<file path="config.mk">
export PLATFORM = sky130hd
export DESIGN_NAME = fmc_adc_trigout_ts_fifo
export DESIGN_NICKNAME = d
export VERILOG_FILES = /design/src/rtl/fmc_adc_trigout_pkg.sv /design/src/rtl/fmc_adc_ts_fifo.sv /design/src/rtl/fmc_adc_trigout_ts_fifo.sv
export SDC_FILE = /design/constraint.sdc
export NUM_CORES = 1
export LEC_CHECK = 0
export BUFFER_PORTS_ARGS = -buffer_cell sky130_fd_sc_hd__buf_4
export CAP_MARGIN = 25
export CORE_MARGIN = 1
export CORE_UTILIZATION = 60
export DETAILED_ROUTE_END_ITERATION = 12
export PLACE_DENSITY = 0.84
export SYNTH_ARGS = -nofsm -noshare
export SYNTH_HDL_FRONTEND = slang
export SYNTH_SLANG_ARGS = --single-unit
</file>
<file path="constraint.sdc">
create_clock -name sys_clk_i -period 18.72 [get_ports sys_clk_i]
set_input_delay 0.936 -clock sys_clk_i [delete_from_list [all_inputs] [get_ports sys_clk_i]]
set_output_delay 0.936 -clock sys_clk_i [all_outputs]
set_load 0.01 [all_outputs]
</file>
<file path="src/rtl/fmc_adc_trigout_pkg.sv">
// Shared types and constants for the trigger-out timestamp FIFO.
package fmc_adc_trigout_pkg;

    localparam int unsigned c_NUM_SRC = 5;

    localparam int unsigned c_SRC_CH1 = 0;
    localparam int unsigned c_SRC_CH2 = 1;
    localparam int unsigned c_SRC_CH3 = 2;
    localparam int unsigned c_SRC_CH4 = 3;
    localparam int unsigned c_SRC_EXT = 4;

    // One queued trigger event: which sources fired plus the WR time at capture.
    typedef struct packed {
        logic [4:0]  mask;
        logic [39:0] sec;
        logic [27:0] cycles;
        logic        valid;
    } t_trigout_entry;

    localparam int unsigned c_ENTRY_W = $bits(t_trigout_entry);

endpackage

</file>
<file path="src/rtl/fmc_adc_ts_fifo.sv">
// Generic synchronous show-ahead FIFO with flush. The head output keeps the
// last popped word while the FIFO is empty.
module fmc_adc_ts_fifo #(
    parameter int unsigned g_WIDTH = 8,
    parameter int unsigned g_DEPTH = 16
) (
    input  logic                     clk,
    input  logic                     rst_n,
    input  logic                     push,
    input  logic [g_WIDTH-1:0]       din,
    input  logic                     pop,
    input  logic                     clr,
    output logic [g_WIDTH-1:0]       dout,
    output logic                     full,
    output logic                     empty,
    output logic [$clog2(g_DEPTH):0] count
);

    localparam int unsigned c_AW = $clog2(g_DEPTH);

    logic [g_WIDTH-1:0] mem [g_DEPTH];
    logic [g_WIDTH-1:0] last_q;
    logic [c_AW:0]      wr_q;
    logic [c_AW:0]      rd_q;
    logic               do_push;
    logic               do_pop;

    assign empty = (wr_q == rd_q);
    assign full  = (wr_q[c_AW] != rd_q[c_AW]) &&
                   (wr_q[c_AW-1:0] == rd_q[c_AW-1:0]);
    assign count = wr_q - rd_q;

    // A pop frees a slot in the same cycle, so push into a full FIFO is fine then.
    assign do_pop  = pop & ~empty & ~clr;
    assign do_push = push & (~full | do_pop) & ~clr;

    assign dout = empty ? last_q : mem[rd_q[c_AW-1:0]];

    // Storage write; no reset needed since contents are only visible via pointers.
    always_ff @(posedge clk) begin
        if (do_push) begin
            mem[wr_q[c_AW-1:0]] <= din;
        end
    end

    // Pointer update with flush priority, and capture of the word being popped.
    always_ff @(posedge clk or negedge rst_n) begin
        if (!rst_n) begin
            wr_q   <= '0;
            rd_q   <= '0;
            last_q <= '0;
        end else if (clr) begin
            wr_q <= '0;
            rd_q <= '0;
        end else begin
            if (do_push) begin
                wr_q <= wr_q + 1'b1;
            end
            if (do_pop) begin
                rd_q   <= rd_q + 1'b1;
                last_q <= mem[rd_q[c_AW-1:0]];
            end
        end
    end

endmodule

</file>
<file path="src/rtl/fmc_adc_trigout_ts_fifo.sv">
// Trigger-out timestamp queue: rising-edge detect on CH1..CH4/EXT, optional
// per-source holdoff (macro FMC_ADC_TRIGOUT_HOLDOFF_EN), entry build and
// sticky overflow in front of a show-ahead FIFO.
module fmc_adc_trigout_ts_fifo
    import fmc_adc_trigout_pkg::*;
#(
    parameter int unsigned g_FIFO_DEPTH = 16,
    parameter int unsigned g_HOLDOFF    = 8
) (
    input  logic                          sys_clk_i,
    input  logic                          sys_rst_n_i,
    input  logic [3:0]                    trig_ch_i,
    input  logic                          trig_ext_i,
    input  logic [4:0]                    en_i,
    input  logic [39:0]                   tai_i,
    input  logic [27:0]                   cycles_i,
    input  logic                          time_valid_i,
    input  logic                          pop_i,
    input  logic                          clr_i,
    output logic                          ts_present_o,
    output logic [4:0]                    ts_mask_o,
    output logic [39:0]                   ts_sec_o,
    output logic [27:0]                   ts_cycles_o,
    output logic                          ts_valid_o,
    output logic [$clog2(g_FIFO_DEPTH):0] count_o,
    output logic                          overflow_o
);

    if (g_FIFO_DEPTH < 2 || (g_FIFO_DEPTH & (g_FIFO_DEPTH - 1)) != 0 || g_HOLDOFF < 1) begin : g_bad_cfg
        $error("fmc_adc_trigout_ts_fifo: depth must be a power of two >= 2, holdoff >= 1");
    end

    logic [c_NUM_SRC-1:0] src;
    logic [c_NUM_SRC-1:0] prev_q;
    logic [c_NUM_SRC-1:0] rise;
    logic [c_NUM_SRC-1:0] hit;
    logic                 push;
    logic                 full;
    logic                 empty;
    t_trigout_entry       new_entry;
    t_trigout_entry       head;

    assign src  = {trig_ext_i, trig_ch_i};
    assign rise = src & ~prev_q;

    // Edge history always follows the inputs, regardless of enables or flush.
    always_ff @(posedge sys_clk_i or negedge sys_rst_n_i) begin
        if (!sys_rst_n_i) begin
            prev_q <= '0;
        end else begin
            prev_q <= src;
        end
    end

`ifdef FMC_ADC_TRIGOUT_HOLDOFF_EN
    localparam int unsigned c_HO_W = (g_HOLDOFF > 1) ? $clog2(g_HOLDOFF) : 1;
    // The accepting cycle counts as the first holdoff cycle, hence the -1.
    localparam logic [c_HO_W-1:0] c_HO_LOAD = c_HO_W'(g_HOLDOFF - 1);

    logic [c_HO_W-1:0]    ho_cnt_q [c_NUM_SRC];
    logic [c_NUM_SRC-1:0] armed;

    // A source is armed once its holdoff counter has run out.
    always_comb begin
        armed = '0;
        for (int unsigned i = 0; i < c_NUM_SRC; i++) begin
            armed[i] = (ho_cnt_q[i] == '0);
        end
    end

    assign hit = rise & en_i & armed;

    // Per-source holdoff down-counters, reloaded on each accepted edge.
    always_ff @(posedge sys_clk_i or negedge sys_rst_n_i) begin
        if (!sys_rst_n_i) begin
            for (int unsigned i = 0; i < c_NUM_SRC; i++) begin
                ho_cnt_q[i] <= '0;
            end
        end else begin
            for (int unsigned i = 0; i < c_NUM_SRC; i++) begin
                if (hit[i]) begin
                    ho_cnt_q[i] <= c_HO_LOAD;
                end else if (ho_cnt_q[i] != '0) begin
                    ho_cnt_q[i] <= ho_cnt_q[i] - 1'b1;
                end
            end
        end
    end
`else
    assign hit = rise & en_i;
`endif

    assign push             = |hit;
    assign new_entry.mask   = hit;
    assign new_entry.sec    = tai_i;
    assign new_entry.cycles = cycles_i;
    assign new_entry.valid  = time_valid_i;

    fmc_adc_ts_fifo #(
        .g_WIDTH (c_ENTRY_W),
        .g_DEPTH (g_FIFO_DEPTH)
    ) u_fifo (
        .clk   (sys_clk_i),
        .rst_n (sys_rst_n_i),
        .push  (push),
        .din   (new_entry),
        .pop   (pop_i),
        .clr   (clr_i),
        .dout  (head),
        .full  (full),
        .empty (empty),
        .count (count_o)
    );

    // Sticky drop flag: set on push into a full FIFO that is not popped this cycle.
    always_ff @(posedge sys_clk_i or negedge sys_rst_n_i) begin
        if (!sys_rst_n_i) begin
            overflow_o <= 1'b0;
        end else if (clr_i) begin
            overflow_o <= 1'b0;
        end else if (push && full && !pop_i) begin
            overflow_o <= 1'b1;
        end
    end

    assign ts_present_o = ~empty;
    assign ts_mask_o    = head.mask;
    assign ts_sec_o     = head.sec;
    assign ts_cycles_o  = head.cycles;
    assign ts_valid_o   = head.valid;

endmodule
</file>
==> impl_metrics.ini <==
[detailed_routing]
vias = 26116
first_pass_iters = 6
ant_nets = 0
avgViaCountPerCell = 6.771
drtIter0Drc = 3045
routedWlPerCell_um = 31.22
wirelength_mm = 120.4
drc = 0

[setup_path]
crit_path_start_kind = flop
cpPeakStageDelay_ps = 870
crit_top_cell = buf_4
worstSetupPathType = reg2out
crit_path_cell_trace = inv_4 > ha_1 > and4_1 > nand2_4 > buf_4 > nor2_1 > a21oi_1 > buf_4
crit_path_top_delay_cell = dfrtp_4
critPathMaxFanout = 76
crit_arrival_ps = 5030
crit_required_ps = 17780
cp-end-kind = output pin

[synth]
syn_area_per_cell_um2 = 20.05
synth_cells = 2499
synth.area.top_cells = edfxtp_1 (71%), mux4_2 (10%), dfrtp_1 (4.5%), mux2i_1 (3.0%), a22oi_2 (1.8%)
synth_top_area_cell = edfxtp_1
yosysSeqAreaShare = 0.7545
ys_types = 51
ys_ff_latch = 1274
syn_area_mm2 = 0.05011
yosys_warnings = 0
synth_fp_nets = 2592
synth_edf_count = 1184
synthFlopType = edfxtp_1
synthArstFlopShare = 0.07064
synth_top_area_frac = 0.7095

[global_route]
grt_start_max_net_pins = 149
grt_pass1_wl_mm = 176.6
overflow = 0
antenna_found_initial = 11
grt_pass1_vias = 27125
grt_util_all_layers = 0.2867

[sta]
fmax_mhz = 167.7
timing.final.crit_share = 0.3185
slew_violations = 0
max_slew.worst_pin.slew_ps = 1101
tns_ps = 0
slew_headroom = 0.2657
whs_ps = 293.7
clock_skew_ps = 18.16
rsz0062_at_grt = false
setup_violations = 0
hold_viol = 0
fin_crit_ps = 5962

[place]
gp_congestion = 0.7720
dp_hpwl_mm = 59.61
port_buffers = 163

[floorplan]
core_mm2 = 0.08237
dieArea_mm2 = 0.08467
ios = 164
rows = 105
die_w_um = 291.0
start_util = 0.6083
die_h_um = 291.0

[finish]
fin_util = 0.6843
final_common_cell = edfxtp_1
nets = 2772
syn2layout_area_growth_pct = 12.50
final_layout_size_suffix_gt1_frac = 0.2823
most-common-layout-cells = edfxtp_1 (1184), mux4_2 (222), buf_4 (209)

[cts]
cts_tree = built
numCtsBuffers = 117
h-tree-depth = 3
post_cts_resized = 0
cts_num_sinks = 1274
cts.root.buffer_cell = clkbuf_16
ctsLongestPathBuffers = 3
postCtsSetupRepairBufs = 0
clk_latency_ps = 680
cts_hold_buf = 0
path_clk_slew_ps = 60

[power_and_ir_drop]
totalPowerFinal_mw = 7.124
peakVddDrop_mv = 0.09448
cellPowerDensity_mw_per_mm2 = 126.4
leakage_nw = 18.23

[outcome]
status = complete, no violations

[job]
maxCapViolCount = 0

[min_path]
hp-class = in2async
## layout make-up
type                       count  area [um^2]
antenna                        3        7.507
clock buffer                 150         3102
clock inverter                74        840.8
fill                        4623        26000
inverter                      11        43.79
multi-input combinational   1063        11580
sequential                  1274        37820
tap                         1070         1339
timing repair buffer         212         1637
## per-stage QoR
stage                     instances  setup slack, ps  instance area [um^2]
after CTS                      3854            12840                 56360
after detailed placement       3630            13570                 52420
final                          3857            12760                 56370
after floorplan                2499             8444                 50110
after global placement         3629            13520                 52390
after global routing           3857            12640                 56370
## kinds of logic after synthesis
logic type	synth area share
AO/OA/AOI/OAI	0.05661
adder cells (fa/ha/maj)	0.002647
buffers and inverters	0.01713
multiplexers	0.1502
flip-flops	0.7545
AND/OR/NAND/NOR	0.01740
XOR/XNOR	0.001548
## report_power, final
| group | switching (mW) | internal [mW] | total, mW |
|---|---|---|---|
| Combinational | 0.741 | 0.658 | 1.40 |
| Clock | 1.04 | 1.40 | 2.44 |
| Sequential | 0.0706 | 3.21 | 3.28 |
## metal layers
layer | vias to the layer above | wire (um) | global-route usage
li1 | 10561 | - | -
met1 | 13382 | 42480 | 0.3660
met2 | 1842 | 61850 | 0.4851
met3 | 315 | 11630 | 0.05429
met4 | 16 | 4354 | 0.1232
met5 | - | 110 | 0
## final timing paths
path                              startpoint                 to  slack (ps)  cells after the start
max in group asynchronous        sys_rst_n_i  u_fifo.last_q[53]       17020                      2
setup / recovery              u_fifo.rd_q[2]    ts_cycles_o[11]       12760                      8
hold / removal                   sys_rst_n_i  u_fifo.last_q[18]         290                      1
hold reg to reg            u_fifo.last_q[70]  u_fifo.last_q[70]         480                      2
setup reg to reg              u_fifo.rd_q[2]  u_fifo.mem[0][27]       13460                      8
min in group sys_clk_i          trig_ch_i[3]          prev_q[3]         360                      1
## synthesized netlist by cell type (all sizes together) (3+ instances only)
cell	number
and3	3
and3b	4
inv	11
o21ai	77
nor2	89
a21oi	155
nand3	3
mux2	78
a2bb2oi	74
edfxtp	1184
clkbuf	68
nand2	85
dfrtp	90
mux2i	148
a22oi	74
buf	83
mux4	222
xnor2	6
ha	9
nor2b	9
## worst max-delay path: cells and delay by family (launching register included)
kind	cells	cell delay [ps]
buf+inv	3	1400
simple gates	3	1030
compound gates	1	400
flops	1	870
fa+ha+maj	1	460
## sequential cells by signal, summed over array words and instances (netlist names)
name / count
overflow_o: 1
u_fifo.mem: 1184
u_fifo.rd_q: 5
prev_q: 5
u_fifo.last_q: 74
u_fifo.wr_q: 5
No activity file was read; power rests on OpenSTA's default activity.
